## config.mk

```make
export PLATFORM = sky130hd
export DESIGN_NAME = osd_glyph_fetch_ctrl
export DESIGN_NICKNAME = d
export VERILOG_FILES = /design/src/rtl/osd_glyph_fetch_ctrl.sv
export SDC_FILE = /design/constraint.sdc
export NUM_CORES = 1
export LEC_CHECK = 0
export ABC_CLOCK_PERIOD_IN_PS = 5990
export CELL_PAD_IN_SITES_DETAIL_PLACEMENT = 1
export CELL_PAD_IN_SITES_GLOBAL_PLACEMENT = 1
export CORE_ASPECT_RATIO = 0.9
export CORE_MARGIN = 2
export CORE_UTILIZATION = 44
export CTS_BUF_LIST = sky130_fd_sc_hd__clkbuf_4
export DETAILED_ROUTE_END_ITERATION = 10
export HOLD_SLACK_MARGIN = 0.03
export PLACE_DENSITY = 0.86
export SYNTH_ARGS = -nofsm -noshare
export SYNTH_HDL_FRONTEND = slang
export SYNTH_SLANG_ARGS = --single-unit
```

## constraint.sdc

```tcl
create_clock -name clk -period 5.99 [get_ports clk]
set_input_delay 1.4975 -clock clk [delete_from_list [all_inputs] [get_ports clk]]
set_output_delay 1.4975 -clock clk [all_outputs]
set_load 0.005 [all_outputs]
```

## src/rtl/osd_glyph_fetch_ctrl.sv

```systemverilog
// OSD glyph fetch controller.
// Takes one character code, reads its five-field descriptor (x, y, width,
// length, page) from the descriptor ROM, then walks the glyph rectangle
// row-major through the pattern ROM, emitting one registered pixel per cycle
// under valid/ready backpressure.
// Optional feature macro: OSD_PIX_COORD_EN adds pix_col/pix_row outputs that
// carry the glyph-relative coordinate of each emitted pixel.
module osd_glyph_fetch_ctrl #(
  parameter int PAGES         = 2,
  parameter int PNG_W         = 64,
  parameter int PNG_H         = 64,
  parameter int MSB_BPP       = 8,
  parameter int LAST_CHAR     = 383,
  parameter int CHAR_ENCODING = 12,
  localparam int DA_W = $clog2((LAST_CHAR-31)*6),
  localparam int PA_W = $clog2(PAGES*PNG_W*PNG_H)
) (
  input  logic                       clk,
  input  logic                       rst,
  input  logic                       char_valid,
  input  logic [CHAR_ENCODING-1:0]   char_code,
  output logic                       char_ready,
  output logic [DA_W-1:0]            data_addr,
  input  logic [5*CHAR_ENCODING-1:0] data_in,
  output logic [PA_W-1:0]            pattern_addr,
  input  logic [MSB_BPP-1:0]         pattern_in,
  output logic                       pix_valid,
  input  logic                       pix_ready,
  output logic [MSB_BPP-1:0]         pix_data,
  output logic                       pix_eol,
  output logic                       pix_last,
  output logic                       busy,
  output logic                       err
`ifdef OSD_PIX_COORD_EN
  ,
  output logic [$clog2(PNG_W)-1:0]   pix_col,
  output logic [$clog2(PNG_H)-1:0]   pix_row
`endif
);

  localparam int CE  = CHAR_ENCODING;
  localparam int CE1 = CHAR_ENCODING + 1;

  // Code range and rectangle limits, pre-sized so every compare is same-width.
  localparam logic [CE-1:0]   CODE_MIN   = CE'(32);
  localparam logic [CE-1:0]   CODE_MAX   = CE'(LAST_CHAR);
  localparam logic [CE-1:0]   PG_LIM     = CE'(PAGES);
  localparam logic [CE:0]     W_LIM      = CE1'(PNG_W);
  localparam logic [CE:0]     H_LIM      = CE1'(PNG_H);
  localparam logic [DA_W-1:0] DESC_WORDS = DA_W'(6);
  localparam logic [PA_W-1:0] PG_SZ      = PA_W'(PNG_W*PNG_H);
  localparam logic [PA_W-1:0] ROW_SZ     = PA_W'(PNG_W);

  typedef enum logic [2:0] {
    S_IDLE,
    S_DESC,
    S_CHECK,
    S_SCAN,
    S_DRAIN
  } state_e;

  state_e              state_q, state_d;
  logic [DA_W-1:0]     data_addr_q, data_addr_d;
  logic [PA_W-1:0]     pattern_addr_q, pattern_addr_d;
  logic [CE-1:0]       x_q, x_d, y_q, y_d, w_q, w_d, l_q, l_d, pg_q, pg_d;
  logic [CE-1:0]       col_q, col_d, row_q, row_d;
  logic                pix_valid_q, pix_valid_d;
  logic [MSB_BPP-1:0]  pix_data_q, pix_data_d;
  logic                pix_eol_q, pix_eol_d;
  logic                pix_last_q, pix_last_d;
  logic                err_q, err_d;
`ifdef OSD_PIX_COORD_EN
  logic [$clog2(PNG_W)-1:0] pix_col_q, pix_col_d;
  logic [$clog2(PNG_H)-1:0] pix_row_q, pix_row_d;
`endif

  logic            load;
  logic            code_bad;
  logic            desc_bad;
  logic            desc_empty;
  logic            col_end;
  logic            row_end;
  logic [CE-1:0]   col_nx, row_nx;
  logic [CE:0]     x_end, y_end;

  // Linear pattern ROM address of (page, row, col); wraps at the ROM width.
  function automatic logic [PA_W-1:0] pix_addr(input logic [CE-1:0]   pg,
                                               input logic [PA_W-1:0] r,
                                               input logic [PA_W-1:0] c);
    return PA_W'(pg) * PG_SZ + r * ROW_SZ + c;
  endfunction

  // The output register may take a new pixel when empty or being drained.
  assign load     = !pix_valid_q || pix_ready;
  assign code_bad = (char_code < CODE_MIN) || (char_code > CODE_MAX);

  // Rectangle end points computed one bit wider so x+width cannot wrap.
  assign x_end      = {1'b0, x_q} + {1'b0, w_q};
  assign y_end      = {1'b0, y_q} + {1'b0, l_q};
  assign desc_bad   = (pg_q >= PG_LIM) || (x_end > W_LIM) || (y_end > H_LIM);
  assign desc_empty = (w_q == '0) || (l_q == '0);

  assign col_end = (col_q == w_q - CE'(1));
  assign row_end = (row_q == l_q - CE'(1));
  assign col_nx  = col_end ? '0 : col_q + CE'(1);
  assign row_nx  = col_end ? row_q + CE'(1) : row_q;

  // Next-state and datapath decode; everything holds unless a state acts on it.
  always_comb begin
    state_d        = state_q;
    data_addr_d    = data_addr_q;
    pattern_addr_d = pattern_addr_q;
    x_d            = x_q;
    y_d            = y_q;
    w_d            = w_q;
    l_d            = l_q;
    pg_d           = pg_q;
    col_d          = col_q;
    row_d          = row_q;
    pix_valid_d    = pix_valid_q;
    pix_data_d     = pix_data_q;
    pix_eol_d      = pix_eol_q;
    pix_last_d     = pix_last_q;
    err_d          = 1'b0;
`ifdef OSD_PIX_COORD_EN
    pix_col_d      = pix_col_q;
    pix_row_d      = pix_row_q;
`endif
    case (state_q)
      S_IDLE: begin
        if (char_valid) begin
          if (code_bad) begin
            err_d = 1'b1;
          end else begin
            data_addr_d = DA_W'(char_code - CODE_MIN) * DESC_WORDS;
            state_d     = S_DESC;
          end
        end
      end
      S_DESC: begin
        x_d     = data_in[5*CE-1 -: CE];
        y_d     = data_in[4*CE-1 -: CE];
        w_d     = data_in[3*CE-1 -: CE];
        l_d     = data_in[2*CE-1 -: CE];
        pg_d    = data_in[CE-1:0];
        state_d = S_CHECK;
      end
      S_CHECK: begin
        if (desc_bad) begin
          err_d   = 1'b1;
          state_d = S_IDLE;
        end else if (desc_empty) begin
          state_d = S_IDLE;
        end else begin
          col_d          = '0;
          row_d          = '0;
          pattern_addr_d = pix_addr(pg_q, PA_W'(y_q), PA_W'(x_q));
          state_d        = S_SCAN;
        end
      end
      S_SCAN: begin
        if (load) begin
          pix_data_d     = pattern_in;
          pix_valid_d    = 1'b1;
          pix_eol_d      = col_end;
          pix_last_d     = col_end && row_end;
`ifdef OSD_PIX_COORD_EN
          pix_col_d      = $clog2(PNG_W)'(col_q);
          pix_row_d      = $clog2(PNG_H)'(row_q);
`endif
          col_d          = col_nx;
          row_d          = row_nx;
          pattern_addr_d = pix_addr(pg_q, PA_W'(y_q) + PA_W'(row_nx),
                                    PA_W'(x_q) + PA_W'(col_nx));
          if (col_end && row_end) state_d = S_DRAIN;
        end
      end
      S_DRAIN: begin
        if (pix_valid_q && pix_ready) begin
          pix_valid_d = 1'b0;
          pix_eol_d   = 1'b0;
          pix_last_d  = 1'b0;
          state_d     = S_IDLE;
        end
      end
      default: state_d = S_IDLE;
    endcase
  end

  // State and datapath registers, cleared asynchronously on rst.
  always_ff @(posedge clk or posedge rst) begin
    if (rst) begin
      state_q        <= S_IDLE;
      data_addr_q    <= '0;
      pattern_addr_q <= '0;
      x_q            <= '0;
      y_q            <= '0;
      w_q            <= '0;
      l_q            <= '0;
      pg_q           <= '0;
      col_q          <= '0;
      row_q          <= '0;
      pix_valid_q    <= 1'b0;
      pix_data_q     <= '0;
      pix_eol_q      <= 1'b0;
      pix_last_q     <= 1'b0;
      err_q          <= 1'b0;
`ifdef OSD_PIX_COORD_EN
      pix_col_q      <= '0;
      pix_row_q      <= '0;
`endif
    end else begin
      state_q        <= state_d;
      data_addr_q    <= data_addr_d;
      pattern_addr_q <= pattern_addr_d;
      x_q            <= x_d;
      y_q            <= y_d;
      w_q            <= w_d;
      l_q            <= l_d;
      pg_q           <= pg_d;
      col_q          <= col_d;
      row_q          <= row_d;
      pix_valid_q    <= pix_valid_d;
      pix_data_q     <= pix_data_d;
      pix_eol_q      <= pix_eol_d;
      pix_last_q     <= pix_last_d;
      err_q          <= err_d;
`ifdef OSD_PIX_COORD_EN
      pix_col_q      <= pix_col_d;
      pix_row_q      <= pix_row_d;
`endif
    end
  end

  assign char_ready   = (state_q == S_IDLE);
  assign data_addr    = data_addr_q;
  assign pattern_addr = pattern_addr_q;
  assign pix_valid    = pix_valid_q;
  assign pix_data     = pix_data_q;
  assign pix_eol      = pix_eol_q;
  assign pix_last     = pix_last_q;
  assign err          = err_q;
  assign busy         = (state_q != S_IDLE) || pix_valid_q;
`ifdef OSD_PIX_COORD_EN
  assign pix_col      = pix_col_q;
  assign pix_row      = pix_row_q;
`endif

endmodule

```

==> flow_summary_export.csv <==
group,metric,value,unit
run_status,outcome,"completed",
final_layout,area_growth,20.7,%
logic_synthesis,yosys-top-cells-area,"dfrtp_1 35%, ha_1 9.5%, mux2_2 6.7%",
logic_synthesis,synth_nets,1108,
critical_path,end_kind,"flop",
logic_synthesis,synth_top_area_share,34.7,%
critical_path,crit_required,6470,ps
clock_network,clkSinkCount,123,
clock_network,clockBufferDepth,2,
floorplan,ios,123,
run,cap_violations,0,
final_layout,fin_util,53.9,%
logic_synthesis,yosysWarnings,0,
logic_synthesis,synthCells,945,
place,numPortBuffers,121,
power_and_ir_drop,total_power,5500,uW
clock_network,cts_tree,"yes",
global_routing,grt_max_degree,73,
critical_path,worst-r2r-cell-count,23,
sta,hold_violations,0,
final_layout,design_area,10700,um2
critical_path,worst_path_max_delay_cell,"or4b_2",
logic_synthesis,synth-edff-count,0,
clock_network,cts_buffers,17,
logic_synthesis,synth_common_cells,"123 x dfrtp_1, 94 x nand2_1, 67 x ha_1",
min_path,holdCritPathClass,"reg -> reg",
global_routing,grt_use_total,24.7,%
critical_path,crit_path_max_fanout,6,
critical_path,start_kind,"flop",
power_and_ir_drop,power_density,514,nW/um2
logic_synthesis,synth_flop_cell,"dfrtp_1",
power_and_ir_drop,ir_drop,0.216,mV
sta,period_needed,5600,ps
sta,max_slew_margin,40.9,%
critical_path,cp_common_cell,"inv_1",
critical_path,critPathKind,"reg -> reg",
floorplan,die_y,139,um
critical_path,crit_chain,"inv_1 > ha_2 > or4b_2 > nor2_1 > xnor2_1 > a2111oi_2 > and4_1 > mux2i_2 > inv_1 > ha_1 > a21o_1 > a21oi_1 > o21bai_1 > a21oi_1 > xor2_1 > fa_1 > inv_1 > ha_1 > nor3_1 > a211o_1 > xnor3_1 > nor2_1 > o2bb2ai_1",
global_routing,grt_pass1_wl,42200,um
logic_synthesis,syn_avg_cell_area,9.38,um2
place,pre_cts_slack,60.2,ps
route,vias_per_cell,5.69,
logic_synthesis,yosys.area.top_type,"dfrtp_1",
sta,rsz0062_at_grt,"false",
critical_path,rrSetupSlack,390,ps
floorplan,die_w,154,um
critical_path,path_depth,23,
route,drtAntennaViolNets,0,
final_layout,nets,1228,
route,drtPass1Iterations,4,
floorplan,rows,49,
global_routing,antenna_found_initial,1,
logic_synthesis,seq_area_frac_synth,34.7,%
critical_path,critPathTopFamily,"compound AO/OA/AOI/OAI gates",
logic_synthesis,async_flop_share,100,%
route,vias,7584,
sta,fmax,0.179,GHz
power_and_ir_drop,power.leakage,0.00468,uW
route,drc,0,
logic_synthesis,syn-cell-area,8870,um2
clock_network,clk_pin_slew,140,ps
global_routing,grt_pass1_vias,8114,
route,routed_wl,25500,um
logic_synthesis,synth_cell_types,75,
logic_synthesis,synth_most_common_cell,"dfrtp_1",
sta,tns,0,ps
critical_path,cp_slowest_stage_delay,640,ps
route,wire_per_inst,19.1,um
final_layout,seq_area,3080,um2
route,first_iter_violations,352,
critical_path,worst-path-buf-inv,3,
floorplan,core_region_area,19900,um2
sta,setup_violations,0,
critical_path,cp.arrival,6080,ps
sta,tightest_slew,886,ps
final_layout,layout-drive-gt1-share,12.0,%
final_layout,nFillCells,2317,
global_routing,grt_overflow_total,0,
floorplan,start_util,44.6,%
place,placed_area,10400,um2
clock_network,post_cts_buffers,0,
sta,drv_slew,0,
logic_synthesis,ys_ff_latch,123,
place,gp_congestion,0.851,
clock_network,clock_insertion_delay_worst_skew,600,ps
min_path,hold_path_depth,2,
sta,fin_ws,392,ps
floorplan,dieArea,21300,um2
sta,clock_skew,22.4,ps
sta,fin_crit_sh,93.5,%
clock_network,clock-root-buffer,"clkbuf_4",
final_layout,multi_input_area,5450,um2
place,dp_hpwl,19300,um
clock_network,cts-htree-levels,4,
worst reg2reg max path: cells and delay by family (launching register included):
kind	cells	cell delay (ps)
XOR/XNOR	3	650
buffers and inverters	3	340
AND/OR/NAND/NOR	5	1250
multiplexers	1	300
flip-flops	1	450
AO/OA/AOI/OAI	7	1340
adder cells (fa/ha/maj)	4	1160
report_power, final:
group          internal [uW]  switching [uW]  leakage [uW]
Clock                    331             370      0.000163
Combinational           1570            1620       0.00299
Sequential              1160             446       0.00153
flip-flops by register name, summed over array words and instances (netlist names):
| register | flops |
|---|---|
| pix_data | 8 |
| l_q | 12 |
| err | 1 |
| state_q | 3 |
| pix_last | 1 |
| pattern_addr | 13 |
| data_addr | 11 |
| w_q | 12 |
| pix_valid | 1 |
| pg_q | 12 |
| y_q | 12 |
| col_q | 12 |
| pix_eol | 1 |
| x_q | 12 |
| row_q | 12 |
kinds of logic after synthesis:
| group | after synthesis | synth area share (%) |
|---|---|---|
| buffers and inverters | 92 | 4.08 |
| adder cells (fa/ha/maj) | 79 | 12.2 |
| other | 1 | 0.0423 |
| multiplexers | 78 | 10.0 |
| XOR/XNOR | 78 | 7.86 |
| flip-flops | 123 | 34.7 |
| AND/OR/NAND/NOR | 288 | 16.0 |
| AO/OA/AOI/OAI | 206 | 15.2 |
worst paths after layout:
check                             from               end
max                             w_q[1]  pattern_addr[12]
min                        pix_data[5]       pix_data[5]
max reg2reg                     w_q[1]  pattern_addr[12]
min reg2reg                pix_data[5]       pix_data[5]
max in group asynchronous          rst            w_q[7]
min in group asynchronous          rst      data_addr[1]
area by class of cell:
class	count	share of cell area [%]
Inverter	60	2.13
Tap cell	255	2.98
Antenna cell	1	0.0234
Timing Repair Buffer	133	12.2
Clock buffer	17	1.19
Clock inverter	14	1.82
Sequential cell	123	28.8
Multi-Input combinational cell	730	50.9
cells in the final DEF, fill, tap and decap left out, types with 5 or more instances in the layout:
master / instances
xor2_1: 34
a22o_1: 7
inv_1: 59
nand4_1: 11
buf_4: 12
a21oi_1: 42
clkdlybuf4s50_1: 121
o21a_1: 6
and2_1: 6
dfrtp_1: 123
clkbuf_4: 17
nor2_1: 62
nor2b_1: 5
mux2_2: 53
o211ai_1: 6
o21bai_1: 8
a31oi_1: 7
o22ai_1: 5
or2_2: 5
mux2i_1: 16
xnor2_1: 43
nand2_1: 94
mux2_4: 8
nor4_1: 8
ha_1: 66
a211oi_1: 6
o21ai_0: 58
fa_1: 12
or4_1: 5
a21o_1: 13
or3_1: 6
nor3_1: 22
and3_1: 6
nand3_1: 28
metrics by stage:
step | std cells | hold WS, ps
CTS | 1332 | 500
floorplan | 945 | 470
finish | 1333 | 493
detailed placement | 1301 | 466
global route | 1333 | 520
global placement | 1301 | 458
layer usage:
metal | wire [um] | part of all wire, % | up-vias | global-route usage [%]
met5 | 0 | 0 | - | 0
met4 | 831 | 3.3 | 0 | 8.88
met3 | 1060 | 4.1 | 44 | 5.34
met2 | 12300 | 48 | 159 | 40.9
met1 | 11300 | 44 | 3751 | 31.9
li1 | - | - | 3630 | -
repair_timing:
action                     4_1_cts  5_1_grt
hold buffers                     0        0
gates resized for setup          0        4
setup endpoints to repair        0        3
Power figures use the tool's default switching activity.
